**config.mk**
```make
export PLATFORM = sky130hd
export DESIGN_NAME = instruction_cache
export DESIGN_NICKNAME = d
export VERILOG_FILES = /design/src/rtl/instruction_cache.sv
export SDC_FILE = /design/constraint.sdc
export NUM_CORES = 1
export LEC_CHECK = 0
export CAP_MARGIN = 15
export CORE_MARGIN = 3
export CORE_UTILIZATION = 40
export DETAILED_ROUTE_END_ITERATION = 7
export DONT_BUFFER_PORTS = 1
export GPL_TIMING_DRIVEN = 0
export SKIP_CTS_REPAIR_TIMING = 1
export SYNTH_ARGS = -nofsm -noshare
export SYNTH_HDL_FRONTEND = slang
export SYNTH_SLANG_ARGS = --single-unit
```
**constraint.sdc**
```tcl
create_clock -name CLK -period 4.21 [get_ports CLK]
set_input_delay 0.421 -clock CLK [delete_from_list [all_inputs] [get_ports CLK]]
set_output_delay 0.421 -clock CLK [all_outputs]
set_load 0.02 [all_outputs]
```
**src/rtl/instruction_cache.sv**
```systemverilog
// Direct-mapped, read-only instruction cache. It returns hits with no stall and refills a whole
// 128-bit block on a miss. Define ICACHE_STATS_EN to add saturating hit_count/miss_count ports.
module instruction_cache #(
  parameter int NUM_BLOCKS  = 8,
  parameter int BLOCK_WORDS = 4,
  parameter int ADDR_BITS   = 10
) (
  input  logic                 CLK,
  input  logic                 RESET,
  input  logic [31:0]          PC,
  output logic [31:0]          INSTRUCTION,
  output logic                 BUSYWAIT,
  output logic                 mem_read,
  output logic [ADDR_BITS-5:0] mem_address,
  input  logic [127:0]         mem_readdata,
  input  logic                 mem_busywait
`ifdef ICACHE_STATS_EN
  ,
  output logic [15:0]          hit_count,
  output logic [15:0]          miss_count
`endif
);

  localparam int OFF_BITS = $clog2(BLOCK_WORDS);
  localparam int IDX_BITS = $clog2(NUM_BLOCKS);
  localparam int BLK_LSB  = OFF_BITS + 2;
  localparam int BLK_BITS = ADDR_BITS - BLK_LSB;
  localparam int TAG_BITS = BLK_BITS - IDX_BITS;

  typedef enum logic [1:0] {
    IDLE     = 2'd0,
    MEM_READ = 2'd1,
    UPDATE   = 2'd2
  } state_e;

  state_e                state_q, state_d;
  logic [NUM_BLOCKS-1:0] valid_q, valid_d;
  logic [TAG_BITS-1:0]   tag_q  [NUM_BLOCKS];
  logic [TAG_BITS-1:0]   tag_d  [NUM_BLOCKS];
  logic [127:0]          data_q [NUM_BLOCKS];
  logic [127:0]          data_d [NUM_BLOCKS];
  logic                  first_q, first_d;
  logic                  mem_read_q, mem_read_d;
  logic [BLK_BITS-1:0]   mem_address_q, mem_address_d;
  logic [31:0]           instr_q, instr_d;

  logic [OFF_BITS-1:0]   pc_offset_s;
  logic [IDX_BITS-1:0]   pc_index_s;
  logic [TAG_BITS-1:0]   pc_tag_s;
  logic [BLK_BITS-1:0]   pc_block_s;
  logic [IDX_BITS-1:0]   upd_index_s;
  logic [TAG_BITS-1:0]   upd_tag_s;
  logic                  pc_skip_s;
  logic                  hit_s;
  logic                  idle_hit_s;
  logic                  idle_miss_s;
  logic [31:0]           hit_word_s;
  logic                  pc_unused_s;

  assign pc_unused_s = ^PC[1:0];

  // Address decode, hit detection and the combinational CPU-facing outputs.
  always_comb begin
    pc_offset_s = PC[BLK_LSB-1:2];
    pc_index_s  = PC[BLK_LSB+IDX_BITS-1:BLK_LSB];
    pc_tag_s    = PC[ADDR_BITS-1:BLK_LSB+IDX_BITS];
    pc_block_s  = PC[ADDR_BITS-1:BLK_LSB];
    upd_index_s = mem_address_q[IDX_BITS-1:0];
    upd_tag_s   = mem_address_q[BLK_BITS-1:IDX_BITS];
    // The CPU's pre-reset PC (-4) must never start a refill.
    pc_skip_s   = &PC[31:2];
    hit_s       = valid_q[pc_index_s] && (tag_q[pc_index_s] == pc_tag_s);
    hit_word_s  = data_q[pc_index_s][32*pc_offset_s +: 32];
    idle_hit_s  = (state_q == IDLE) && hit_s;
    idle_miss_s = (state_q == IDLE) && !hit_s && !pc_skip_s;
    BUSYWAIT    = RESET && ((state_q != IDLE) || idle_miss_s);
    INSTRUCTION = idle_hit_s ? hit_word_s : instr_q;
    mem_read    = mem_read_q;
    mem_address = mem_address_q;
  end

  // Refill FSM next-state, line write-back and held-instruction update.
  always_comb begin
    state_d       = state_q;
    valid_d       = valid_q;
    tag_d         = tag_q;
    data_d        = data_q;
    first_d       = 1'b0;
    mem_read_d    = mem_read_q;
    mem_address_d = mem_address_q;
    instr_d       = idle_hit_s ? hit_word_s : instr_q;
    case (state_q)
      IDLE: begin
        if (idle_miss_s) begin
          state_d       = MEM_READ;
          first_d       = 1'b1;
          mem_read_d    = 1'b1;
          mem_address_d = pc_block_s;
        end else begin
          mem_read_d    = 1'b0;
        end
      end
      MEM_READ: begin
        // Memory only owns mem_busywait from the second request cycle on.
        if (!first_q && !mem_busywait) begin
          state_d    = UPDATE;
          mem_read_d = 1'b0;
        end else begin
          mem_read_d = 1'b1;
        end
      end
      UPDATE: begin
        valid_d[upd_index_s] = 1'b1;
        tag_d[upd_index_s]   = upd_tag_s;
        data_d[upd_index_s]  = mem_readdata;
        state_d              = IDLE;
        mem_read_d           = 1'b0;
      end
      default: begin
        state_d    = IDLE;
        mem_read_d = 1'b0;
      end
    endcase
  end

  // Cache state registers; reset aborts any refill and invalidates every line.
  always_ff @(posedge CLK or negedge RESET) begin
    if (!RESET) begin
      state_q       <= IDLE;
      valid_q       <= {NUM_BLOCKS{1'b0}};
      first_q       <= 1'b0;
      mem_read_q    <= 1'b0;
      mem_address_q <= {BLK_BITS{1'b0}};
      instr_q       <= 32'd0;
      for (int i = 0; i < NUM_BLOCKS; i++) begin
        tag_q[i]  <= {TAG_BITS{1'b0}};
        data_q[i] <= 128'd0;
      end
    end else begin
      state_q       <= state_d;
      valid_q       <= valid_d;
      first_q       <= first_d;
      mem_read_q    <= mem_read_d;
      mem_address_q <= mem_address_d;
      instr_q       <= instr_d;
      for (int i = 0; i < NUM_BLOCKS; i++) begin
        tag_q[i]  <= tag_d[i];
        data_q[i] <= data_d[i];
      end
    end
  end

`ifdef ICACHE_STATS_EN
  logic [15:0] hit_cnt_q, hit_cnt_d;
  logic [15:0] miss_cnt_q, miss_cnt_d;
  logic [31:0] last_pc_q, last_pc_d;
  logic        last_pc_vld_q, last_pc_vld_d;
  logic        count_hit_s;

  function automatic logic [15:0] sat_inc(input logic [15:0] value);
    sat_inc = (value == 16'hFFFF) ? value : value + 16'd1;
  endfunction

  // A held PC counts as one hit; every refill start counts as one miss.
  always_comb begin
    count_hit_s = idle_hit_s && (!last_pc_vld_q || (PC != last_pc_q));
    if (count_hit_s) begin
      hit_cnt_d     = sat_inc(hit_cnt_q);
      last_pc_d     = PC;
      last_pc_vld_d = 1'b1;
    end else begin
      hit_cnt_d     = hit_cnt_q;
      last_pc_d     = last_pc_q;
      last_pc_vld_d = last_pc_vld_q;
    end
    if (idle_miss_s) begin
      miss_cnt_d = sat_inc(miss_cnt_q);
    end else begin
      miss_cnt_d = miss_cnt_q;
    end
  end

  // Statistics registers.
  always_ff @(posedge CLK or negedge RESET) begin
    if (!RESET) begin
      hit_cnt_q     <= 16'd0;
      miss_cnt_q    <= 16'd0;
      last_pc_q     <= 32'd0;
      last_pc_vld_q <= 1'b0;
    end else begin
      hit_cnt_q     <= hit_cnt_d;
      miss_cnt_q    <= miss_cnt_d;
      last_pc_q     <= last_pc_d;
      last_pc_vld_q <= last_pc_vld_d;
    end
  end

  assign hit_count  = hit_cnt_q;
  assign miss_count = miss_cnt_q;
`endif

endmodule

```
==> impl_metrics.toml <==
[run_status]
status = "complete, but fails checks"
violations = "negative hold slack"

[yosys]
ys_ff_latch = 1098
synth.distinct_cells = 34
synth_warnings = 0
yosysSeqAreaShare_pct = 56.8
synth_fp_nets = 3087
yosys.area.top_type = "dfrtp_1"
synth.top_cell.area_share_pct = 56.8
netlist_area_um2 = 48400
netlist_top_cells_area = "dfrtp_1 (57%), mux2_2 (25%), mux4_2 (12%), clkbuf_1 (1.3%), a22o_1 (1.2%)"
synth_area_per_cell_um2 = 16.5
netlist_instances = 2924

[global_route]
grt_max_degree = 1100
grt_overflow = 0
grt_pass1_wl_mm = 205
met1_usage_pct = 28.8
met2_usage_pct = 35.9
grt_pass1_vias = 30092
met3_usage_pct = 6.13
globalRouteTotalUtil_pct = 22.2
grt_busiest_layer = "met2"
antenna_found_initial = 32

[critical_path]
end_kind = "primary output"
crit_top_cell = "buf_2"
cp.arrival_ps = 3750
ff2ff_path_depth = 5
crit_required_ps = 3790
cpMaxStageDelayCell = "o21ai_1"
crit_fanout = 11
max_stage_delay_ps = 640
critPathKind = "primary input to primary output"
path_cells = "buf_6 -> buf_4 -> buf_2 -> buf_2 -> mux4_2 -> a22o_1 -> o21ai_1 -> o31ai_1 -> mux2_2"
startpoint_type = "primary input"

[timing]
period_minus_slack_ps = 4170
drv_slew = 0
rsz0062_at_grt = "yes"
timing.hold.ws_ps = -564
slew_headroom_pct = 17.4
setup_violations = 0
timing.fmax_mhz = 240
final_hold_viol_count = 344
tightest_slew_ps = 1240
post-route-period-util_pct = 99.1
fin_skew_ps = 20.4
tns_ps = 0

[clock_tree]
numCtsBuffers = 115
clock_path_buffers = 3
tritoncts = "built"
cts_root_buf = "clkbuf_16"
numClockSinks = 1098
h-tree-depth = 3
clk_latency_ps = 710
clk_pin_slew_ps = 60

[layout]
fin_nets = 3361
syn_to_final_growth_pct = 15.8
nFillCells = 10121
utilization_pct = 47.0
drive_gt1_share_pct = 49.3

[power_and_ir_drop]
total_power_uw = 37500
p_leak_uw = 0.0241
power_per_cell_area_nw_per_um2 = 671
vdd_drop_max_uv = 383

[die]
die_area_um2 = 125000
rows = 126
die_w_um = 354
die_y_um = 354
initial_utilization_pct = 40.6
core-area_um2 = 119000
io_pins = 203

[route]
wl_per_cell_um = 28.5
vias_per_cell = 5.71
remaining_drc_errors = 0
ant_nets = 0
vias = 28059
first_pass_iters = 5
wl_mm = 140
drt-initial-drc-count = 1866

[worst_hold_path]
hp-class = "primary input to async pin"

[run]
drv_cap = 0

[placed_design]
dp_hpwl_mm = 97.1
port_buffers = 0
gp_congestion = 0.768
## state kept, by name, indices dropped and copies added, names as in the netlist
signal       count
data_q        1024
instr_q         32
tag_q           24
valid_q          8
mem_address      6
state_q          2
first_q          1
mem_read         1
## layer usage
layer	vias up	wire length, um
met1	15419	60200
met4	18	4380
li1	11690	-
met5	-	124
met3	223	7890
met2	709	67600
## layout make-up
cell class,count,area (um2),share of cell area [%]
sequential,1098,27500,49.1
multi-input combinational,1610,20000,35.7
clock buffer,174,3480,6.22
tap,1600,2000,3.58
timing repair buffer,157,1700,3.04
buffer,215,907,1.62
clock inverter,36,353,0.630
antenna,22,55.1,0.0983
inverter,1,3.75,0.00670
## worst paths after layout
kind | start | end | slack, ps
hold / removal | RESET | data_q[723]$_DFFE_PN0P_ | -560
setup reg to reg | mem_address[0]$_DFFE_PN0P_ | data_q[323]$_DFFE_PN0P_ | 360
hold reg to reg | first_q$_DFF_PN0_ | state_q[1]$_DFFE_PN0P_ | 450
min in group CLK | PC[7] | first_q$_DFF_PN0_ | 250
setup / recovery | PC[4] | INSTRUCTION[7] | 40
max in group asynchronous | RESET | data_q[300]$_DFFE_PN0P_ | 2000
## cells in the mapped netlist
cell / instances
nor2b_1: 3
buf_1: 13
nand2_1: 6
buf_2: 26
dfrtp_1: 1098
mux2_2: 1086
a21boi_0: 1
and3_1: 1
nor4_1: 2
mux2i_1: 11
mux2_1: 2
xnor2_2: 1
inv_1: 1
nand4_1: 7
buf_6: 4
o21ai_0: 34
mux4_2: 260
and2_1: 1
o31ai_1: 32
nand3b_1: 3
nor4b_4: 1
buf_4: 6
nand2b_1: 9
o311ai_4: 1
or3b_4: 1
nor2_1: 6
xnor2_1: 1
nor3_1: 2
o22ai_1: 65
or2_2: 5
clkbuf_1: 166
nor3b_1: 3
o21ai_1: 1
a22o_1: 65
## where the power goes
part           switching [uW]  internal, uW  total (uW)  leakage, uW
registers                2390         15200       17600       0.0138
clock network            4280          5980       10300      0.00190
logic                    3670          5990        9660      0.00846
total                   10300         27200       37500       0.0241
## cell usage in the layout, fill, tap and decap left out, types with 7 or more instances in the layout
cell type / Yosys / routed
mux2i_1: 11 / 11
nand2b_1: 9 / 9
clkbuf_8: 0 / 34
o31ai_1: 32 / 32
dlygate4sd3_1: 0 / 132
clkbuf_1: 166 / 178
mux2_2: 1086 / 1086
nand4_1: 7 / 7
o21ai_0: 34 / 20
a22o_1: 65 / 65
buf_16: 0 / 8
clkinv_2: 0 / 21
clkbuf_2: 0 / 12
mux4_2: 260 / 260
o22ai_1: 65 / 65
buf_4: 6 / 19
diode_2: 0 / 22
o21ai_1: 1 / 10
buf_2: 26 / 26
dfrtp_1: 1098 / 1098
clkbuf_16: 0 / 117
buf_1: 13 / 12
## cells by family (layout without fill, tap and decap cells)
logic type	Yosys count	count (layout)	synth area share [%]
xor gates and xnor gates	2	2	0.0518
and+or+nand+nor	50	50	0.642
DFF	1098	1098	56.8
muxes	1359	1359	37.7
AOI/OAI and AO/OA	199	199	2.95
other	0	22	0
buffers and inverters	216	583	1.85
## metrics by stage
step	cell area, um2	std cells	worst slack [ps]
after detailed placement	50500	4539	-470
after floorplan	48400	2924	1130
final	56000	4913	38.7
after global routing	56000	4899	-3.95
after CTS	54400	4749	-490
after global placement	50400	4524	-812
## critical path, delay by kind of cell
family          cells  cell delay (ps)
buf+inv             4             1230
compound gates      3             1040
mux                 2             1030
Note: power is estimated with default switching activity, not from simulation.
